File: src/rtl/phase_search_pkg.sv
// phase_search_pkg: shared state encoding, default constants and counter sizing for phase_search_ctrl
package phase_search_pkg;
  typedef enum logic [2:0] {IDLE, APPLY, SETTLE, EVAL, LOCKED, FAIL} state_t;
  localparam int DEF_PHASE_W = 32;
  localparam logic [31:0] DEF_PHASE_STEP = 32'h0800_0000;
  localparam int DEF_SETTLE_CYC = 80;
  localparam int DEF_EVAL_CYC = 64;
  localparam int DEF_LOCK_CNT = 16;
  localparam int DEF_LOSS_CNT = 8;
  localparam int DEF_MAX_STEPS = 16;
  function automatic int cnt_w(input int v);
    return $clog2(v + 1);
  endfunction
endpackage

File: src/rtl/phase_search_runlen.sv
// phase_search_runlen: saturating consecutive-run counter of bit_in==pol with clear and terminal flag
module phase_search_runlen import phase_search_pkg::*; #(
  parameter int LIMIT = 4,
  parameter int W = cnt_w(LIMIT)
) (
  input  logic clk,
  input  logic sys_rst,
  input  logic clr,
  input  logic pol,
  input  logic bit_in,
  output logic term
);
  logic [W-1:0] cnt;
  assign term = cnt == W'(LIMIT);
  always_ff @(posedge clk)
    if (sys_rst || clr) cnt <= '0;
    else cnt <= (bit_in != pol) ? '0 : term ? cnt : cnt + 1'b1;
endmodule

File: src/rtl/phase_search_ctrl.sv
// phase_search_ctrl: steps DDS phase offset until lock detector holds; PHASE_SEARCH_BIDIR_EN selects alternating probes around P0
module phase_search_ctrl import phase_search_pkg::*; #(
  parameter int PHASE_W = DEF_PHASE_W,
  parameter logic [PHASE_W-1:0] PHASE_STEP = PHASE_W'(DEF_PHASE_STEP),
  parameter int SETTLE_CYC = DEF_SETTLE_CYC,
  parameter int EVAL_CYC = DEF_EVAL_CYC,
  parameter int LOCK_CNT = DEF_LOCK_CNT,
  parameter int LOSS_CNT = DEF_LOSS_CNT,
  parameter int MAX_STEPS = DEF_MAX_STEPS
) (
  input  logic               clk,
  input  logic               sys_rst,
  input  logic               start,
  input  logic               adjust_in,
  output logic [PHASE_W-1:0] phase_ofs,
  output logic               ofs_valid,
  output logic               searching,
  output logic               locked,
  output logic               lost_pulse,
  output logic               sweep_fail
);
  localparam int SW = cnt_w(SETTLE_CYC);
  localparam int WW = cnt_w(EVAL_CYC);
  localparam int TW = cnt_w(MAX_STEPS);
  state_t state;
  logic [SW-1:0] settle_cnt;
  logic [WW-1:0] win_cnt;
  logic [TW-1:0] step_cnt;
  logic [PHASE_W-1:0] next_ofs, restart_ofs;
  logic hit_term, miss_term;
  phase_search_runlen #(.LIMIT(LOCK_CNT)) u_hit (
    .clk(clk), .sys_rst(sys_rst), .clr(state != EVAL), .pol(1'b1), .bit_in(adjust_in), .term(hit_term)
  );
  phase_search_runlen #(.LIMIT(LOSS_CNT)) u_miss (
    .clk(clk), .sys_rst(sys_rst), .clr(state != LOCKED), .pol(1'b0), .bit_in(adjust_in), .term(miss_term)
  );
`ifdef PHASE_SEARCH_BIDIR_EN
  logic [PHASE_W-1:0] p0, delta;
  logic [TW-1:0] nxt, mag;
  always_comb begin
    nxt = step_cnt + 1'b1;
    mag = (nxt >> 1) + TW'(nxt[0]);
    delta = PHASE_W'(mag) * PHASE_STEP;
    next_ofs = nxt[0] ? p0 + delta : p0 - delta;
  end
  assign restart_ofs = phase_ofs;
  always_ff @(posedge clk)
    if (sys_rst) p0 <= '0;
    else if ((start && (state == IDLE || state == FAIL)) || (state == LOCKED && miss_term)) p0 <= phase_ofs;
`else
  assign next_ofs = phase_ofs + PHASE_STEP;
  assign restart_ofs = next_ofs;
`endif
  always_ff @(posedge clk) begin
    if (sys_rst) begin
      state <= IDLE;
      phase_ofs <= '0;
      ofs_valid <= 1'b0;
      searching <= 1'b0;
      locked <= 1'b0;
      lost_pulse <= 1'b0;
      sweep_fail <= 1'b0;
      settle_cnt <= '0;
      win_cnt <= '0;
      step_cnt <= '0;
    end else begin
      ofs_valid <= 1'b0;
      lost_pulse <= 1'b0;
      case (state)
        IDLE: if (start) begin
          state <= APPLY;
          step_cnt <= '0;
          ofs_valid <= 1'b1;
          searching <= 1'b1;
        end
        APPLY: begin
          state <= SETTLE;
          settle_cnt <= '0;
        end
        SETTLE: if (settle_cnt == SW'(SETTLE_CYC - 1)) begin
          state <= EVAL;
          win_cnt <= '0;
        end else settle_cnt <= settle_cnt + 1'b1;
        EVAL: if (hit_term) begin
          state <= LOCKED;
          locked <= 1'b1;
          searching <= 1'b0;
        end else if (win_cnt == WW'(EVAL_CYC - 1)) begin
          if (step_cnt == TW'(MAX_STEPS - 1)) begin
            state <= FAIL;
            sweep_fail <= 1'b1;
            searching <= 1'b0;
          end else begin
            state <= APPLY;
            ofs_valid <= 1'b1;
            step_cnt <= step_cnt + 1'b1;
            phase_ofs <= next_ofs;
          end
        end else win_cnt <= win_cnt + 1'b1;
        LOCKED: if (miss_term) begin
          state <= EVAL;
          locked <= 1'b0;
          lost_pulse <= 1'b1;
          searching <= 1'b1;
          step_cnt <= '0;
          win_cnt <= '0;
        end
        FAIL: if (start) begin
          state <= APPLY;
          sweep_fail <= 1'b0;
          searching <= 1'b1;
          ofs_valid <= 1'b1;
          step_cnt <= '0;
          phase_ofs <= restart_ofs;
        end
        default: state <= IDLE;
      endcase
    end
  end
endmodule

File: config.mk
export PLATFORM = sky130hd
export DESIGN_NAME = phase_search_ctrl
export DESIGN_NICKNAME = d
export VERILOG_FILES = /design/src/rtl/phase_search_pkg.sv /design/src/rtl/phase_search_runlen.sv /design/src/rtl/phase_search_ctrl.sv
export SDC_FILE = /design/constraint.sdc
export NUM_CORES = 1
export LEC_CHECK = 0
export ABC_AREA = 1
export CAP_MARGIN = 40
export CORE_MARGIN = 4
export CORE_UTILIZATION = 53
export DETAILED_ROUTE_END_ITERATION = 8
export PLACE_DENSITY_LB_ADDON = 0.12
export SYNTH_ARGS = -nofsm -noshare
export SYNTH_HDL_FRONTEND = slang
export SYNTH_SLANG_ARGS = --single-unit
export TNS_END_PERCENT = 1
File: constraint.sdc
create_clock -name clk -period 1.8 [get_ports clk]
set_input_delay 0.45 -clock clk [delete_from_list [all_inputs] [get_ports clk]]
set_output_delay 0.45 -clock clk [all_outputs]
set_load 0.05 [all_outputs]
---- Word-level counts from Yosys, hierarchy flattened ----
Index checks and enable logic that the tools add are counted.
storage, ports and cells
  flip-flop bits (word level) ............. 68
  output and inout bits ................... 37
operators by class
  eq/ne operators ......................... 25
  $add $sub $neg .......................... 6
  reductions and logical operators ........ 20
  bitwise operators ....................... 2
  mux-type cells .......................... 45
operators by type and width
  cell                                                                     number
  32-bit 2-to-1 mux                                                        4
  32-bit case mux with 2 select lines                                      1
  7-bit 2-to-1 mux                                                         5
  32-bit by 28-bit adder with 32-bit output, second input constant         1
  5-bit 2-to-1 mux                                                         5
  7-bit case mux with 3 select lines                                       1
  5-bit AND reduction                                                      4
  3-bit 2-to-1 mux                                                         6
  1-bit 2-to-1 mux                                                         16
  2-bit inequality test, second input constant                             8
  3-bit case mux with 5 select lines                                       1
  5-bit case mux with 3 select lines                                       1
  7-bit by 1-bit adder with 7-bit output, second input constant            2
  7-bit case mux with 2 select lines                                       1
  5-bit by 1-bit adder with 5-bit output, second input constant            2
  3-bit by 2-bit inequality test with 1-bit output, second input constant  3
  2-bit OR reduction                                                       4
  7-bit by 6-bit equality test with 1-bit output, second input constant    1
  7-bit equality test, second input constant                               1
  3-bit by 2-bit equality test with 1-bit output, second input constant    2
  3-bit equality test, second input constant                               2
  2-bit by 1-bit inequality test with 1-bit output, second input constant  3
  1-bit case mux with 2 select lines                                       3
  6-bit AND reduction                                                      1
  other kinds (15)                                                         20

---- Logic depth before layout (Yosys ltp) ----
  depth after elaboration ................. 5
  depth in mapped cells ................... 12
  gate-level depth less buffers ........... 12

---- Cells and area by module ----
A second synthesis with hierarchy kept.
second synthesis, totals
  cells, all modules ...................... 359
  area, all modules ....................... 2571.2 um^2
modules (own cells, without submodules)
  module                         cells each  seq. area each (um^2)  area each (um^2)  instances
  phase_search_ctrl              286         640.6                  2077.0            1
  phase_search_runlen at u_hit   40          100.1                  271.5             1
  phase_search_runlen at u_miss  33          80.1                   222.7             1

---- Least setup slack after synthesis ----
No wires, ideal clock.
  kind .................................... register to register
  start ................................... reg step_cnt[0]
  end ..................................... reg phase_ofs[27]
  required time ........................... 1685 ps
  data arrival time ....................... 1417 ps
  slack ................................... 268 ps
  buffers on the path ..................... 0
  cell stages (with the launch flop) ...... 13
  cells stage by stage .................... dfxtp_1 -> ha_1 -> nand2_1 -> nor2_1 -> ha_1 -> nor2_4 -> nor2_2 -> nor2_4 -> nand2_2 -> inv_2 -> nand2_1 -> nand2_1 -> nor2_1
between the ends
  word-level cells in the longest chain between the ends .. 3
RTL lines
  element                                         line                      RTL
  from (decl)                                     phase_search_ctrl.sv:28   logic [TW-1:0] step_cnt;
  from (signal assigned)                          phase_search_ctrl.sv:96   step_cnt <= step_cnt + 1'b1;
  5-bit by 4-bit equality test with 1-bit output  phase_search_ctrl.sv:89   if (step_cnt == TW'(MAX_STEPS - 1)) begin
  2-bit inequality test (no source line)          -
  5-bit AND reduction (no source line)            -
  to (signal assigned)                            phase_search_ctrl.sv:97   phase_ofs <= next_ofs;
  to (signal assigned)                            phase_search_ctrl.sv:114  phase_ofs <= restart_ofs;
  to (decl)                                       phase_search_ctrl.sv:15   output logic [PHASE_W-1:0] phase_ofs,
No other way between the ends.
A chain may end at the register's enable or synchronous reset.

---- Final worst setup path ----
Ends and elaborated chain as after synthesis.

==> results.md <==
Logic synthesis:
- In the synthesized netlist the dominant register cell turns out to be sky130_fd_sc_hd__dfxtp_1.
- The largest total area in the synthesized netlist belongs to sky130_fd_sc_hd__dfxtp_1.
- The cell with the most instances after synthesis is sky130_fd_sc_hd__nand2_1.
- The sequential area share after synthesis is 33.30%.
- In this run, synthesis produced a sequential element count of 41.
- Synthesis handed over a netlist of 356 instances.
- Averaged over all synthesized cells, the footprint is 6.924 sq um.
- The distinct cell type count after synthesis is 34.
- Yosys printed 0 warnings.
- The number of synthesized flops with an enable pin is 0.
- Yosys attributes the largest share of cell area to sky130_fd_sc_hd__dfxtp_1, sky130_fd_sc_hd__nand2_1, sky130_fd_sc_hd__nor2_1.
- The area fraction of the dominant cell type after synthesis is 33.30%.
- After synthesis, the most frequently instantiated cells are sky130_fd_sc_hd__nand2_1, sky130_fd_sc_hd__nor2_1, sky130_fd_sc_hd__dfxtp_1.
- The share of flip-flops with an asynchronous set or reset after synthesis is 0%.
- The cell area that synthesis handed to floorplanning was 2465 sq um.

Power and ir drop:
- The areal power density over the cells is 1189 nW/um^2.
- For this design the static power due to leakage is 1.235 nW.
- The peak supply drop is 0.8642 mV.

Clocking:
- The depth of the CTS H-tree is 2.
- The number of clock sinks seen by CTS is 41.
- The clock tree from TritonCTS is built.
- The number of buffers added to fix hold violations after cts is 0.
- The clock passes through at most 2 buffers.
- The post-cts gate resize count is 0.
- The clock transition at the registers of the reported paths is 0.07 ns.
- At the later pin of the worst-skew pair, clock insertion delay measures 0.29 ns.
- The library cell used as clock root buffer is sky130_fd_sc_hd__clkbuf_8.
- Clock tree synthesis inserted a total of 5 buffers.
- Once the clock tree was built, the setup fixing pass inserted 0 buffers.

Critical path:
- The peak fanout along the critical path is 5.
- The worst-case register-to-register setup slack is 0.16 ns.
- The type of the worst setup path is register to register.
- The data arrival time of the critical path is 1.83 ns.
- The data required time at the worst endpoint is 1.99 ns.
- The worst setup path is launched from a register.
- The endpoint type of the worst setup path is a register.

STA:
- Setup repair after global routing left no endpoint under its margin.
- For the final routed database, the setup TNS stands at 0 ns.
- The final-report max-slew violation count is 0.
- The timing-limited maximum frequency is 608.4 MHz.
- The minimum clock period after layout is 1.644 ns.
- The number of endpoints failing setup at the final stage is 0.
- The clock tree skew after final layout is 0.003679 ns.
- The number of failing hold endpoints at the final stage is 0.
- The worst path uses 91.31% of the clock period.

Finish:
- The layout cell share with drive strength beyond 1 is 14.06%.
- The filler cells instantiated in the layout total 440.
- The antenna diode count is 0.
- Excluding fillers, the count of instances in the completed layout stands at 429.
- In the final design database the tool counted 390 nets.
- The growth of design area from synthesis to finish is 7.157%.

Detailed routing:
- Once detail routing completed, the nets flagged for antenna violations numbered 0.
- In this run, the number of DRC markers left after iteration 0 of detailed routing was 85.
- The via density per instance is 4.832.
- The vias after detailed routing is 2073.
- The number of DRC violations after detailed routing is 0.
- The final layout contains routed wiring with a total length of 4521 microns.
- The number of optimization iterations in the first detailed-route pass is 4.
- Dividing the detail-routed wire length by the instance count gives 10.54 microns.

Floorplan:
- The vertical extent of the die is 76.20 microns.
- The boundary pin count is 41.
- The chip width is 76.20 microns.
- The core region is 4414 sq um.
- For this configuration, the core starts out at a cell density of 55.84%.
- The initialized floorplan defines 24 standard-cell rows.
- The die area is 5806 sq um.

Flow run:
- Max-cap violations in this run came to 0.

Placed design:
- The count of buffers added on input and output ports is 13.
- Detailed placement ended at an HPWL of 3475 microns.
- In this run, placement finished with an instance count of 422.
- The placer's final routability congestion estimate is 0.9325.

Global routing:
- The met3 global-route usage is 4.610%.
- The most crowded layer after global routing is met2.
- Global routing used 26.28% of the available met2 tracks.
- Global routing used 15.57% of the available tracks.
- The total overflow left after global routing is 0.
- The maximum number of pins on one net before global-route repair is 12.
- The number of global-route vias before repair came to 1832.
- The number of antenna violations at the first check in global routing is 0.
- The first global-routing pass estimated 7714 microns of wire.
- In the global route stage, met1 resource usage came out at 19.62%.

Status:
- The run finished with clean final reports.

Min path:
- The path class of the lowest-slack min-delay path is register to register.
==> registers in the layout, indices dropped and copies added, names as in the netlist <==
name / cells
settle_cnt: 7
win_cnt: 7
phase_ofs: 5
step_cnt: 5
u_hit.cnt: 5
u_miss.cnt: 4
state: 3
locked: 1
lost_pulse: 1
ofs_valid: 1
searching: 1
sweep_fail: 1
==> power breakdown <==
group	internal, W	switching [W]	total (W)
Sequential	0.00104	0.000113	0.00115
Clock	0.000304	0.000299	0.000603
Combinational	0.000413	0.000974	0.00139
Total	0.00175	0.00139	0.00314
==> routing by layer <==
metal  routed length [microns]  up-vias
met5                         0        -
met4                        15        0
met3                       248        2
met2                      2047       41
met1                      2210      908
li1                          -     1122
==> logic make-up (layout without fill, tap and decap cells) <==
family / count (synthesis) / in the layout / synth area share, %
buf+inv: 70 / 65 / 15.23
simple gates: 184 / 184 / 34.72
fa+ha+maj: 9 / 9 / 4.569
xor+xnor: 7 / 7 / 2.487
other cells: 1 / 27 / 0.1521
flops: 41 / 41 / 33.30
compound gates: 44 / 44 / 9.543
==> path summary, 6_finish.rpt <==
| check | depth (start not counted) | endpoint | startpoint |
|---|---|---|---|
| worst min-delay path | 2 | locked$_SDFFE_PP0P_ | locked$_SDFFE_PP0P_ |
| worst min register to register | 2 | locked$_SDFFE_PP0P_ | locked$_SDFFE_PP0P_ |
| worst max register to register | 11 | phase_ofs[27]$_SDFFE_PP0P_ | step_cnt[0]$_SDFFE_PP0P_ |
| worst max-delay path | 11 | phase_ofs[27]$_SDFFE_PP0P_ | step_cnt[0]$_SDFFE_PP0P_ |
==> critical path, cell delays in order, from the launching register on <==
cell                      delay, ns
sky130_fd_sc_hd__dfxtp_1       0.39
sky130_fd_sc_hd__ha_1          0.19
sky130_fd_sc_hd__nand2_1       0.07
sky130_fd_sc_hd__nor2_1        0.11
sky130_fd_sc_hd__ha_2          0.25
sky130_fd_sc_hd__nor2_4        0.06
sky130_fd_sc_hd__nor2_2        0.12
sky130_fd_sc_hd__nor2_4        0.06
sky130_fd_sc_hd__nand2_2       0.12
sky130_fd_sc_hd__inv_2         0.05
sky130_fd_sc_hd__nor2_1        0.09
sky130_fd_sc_hd__nor2_1        0.05
==> stage by stage <==
| stage | utilization, % | instance area (sq um) | power, W | setup slack (ns) | hold WS [ns] |
|---|---|---|---|---|---|
| 2_1_floorplan | - | 2562 | 0.002332 | 0.2685 | 0.4393 |
| 3_3_place_gp | 57.65 | 2545 | 0.002536 | 0.1601 | 0.4573 |
| 3_5_place_dp | 57.65 | 2545 | 0.002551 | 0.1239 | 0.4661 |
| 4_1_cts | 59.61 | 2631 | 0.003151 | 0.1308 | 0.4774 |
| 5_1_grt | 59.84 | 2641 | 0.003404 | 0.006076 | 0.5008 |
| 6_report | 59.84 | 2641 | 0.003140 | 0.1565 | 0.4723 |
==> cell usage in the layout, fill, tap and decap left out, drive strengths merged <==
cell and count:
nor3 4, clkinv 2, conb 27, o211a 1, nor2 65, nand2 72
a31oi 1, nand3 36, or2 3, buf 14, ha 9, o21a 2
clkbuf 7, a21oi 23, dfxtp 41, nand3b 1, xor2 3, inv 39
o21ai 17, xnor2 4, nor3b 3, clkdlybuf4s50 3
==> cell type report <==
| type | count | area [sq um] | area share (%) |
|---|---|---|---|
| clock buffers | 7 | 86.33 | 3.269 |
| inverters | 41 | 157.7 | 5.969 |
| multi-input cells | 271 | 1376 | 52.11 |
| flip-flops and latches | 41 | 820.8 | 31.08 |
| well taps | 52 | 65.06 | 2.463 |
| repair buffers | 17 | 135.1 | 5.116 |
Power figures use the tool's default switching activity.
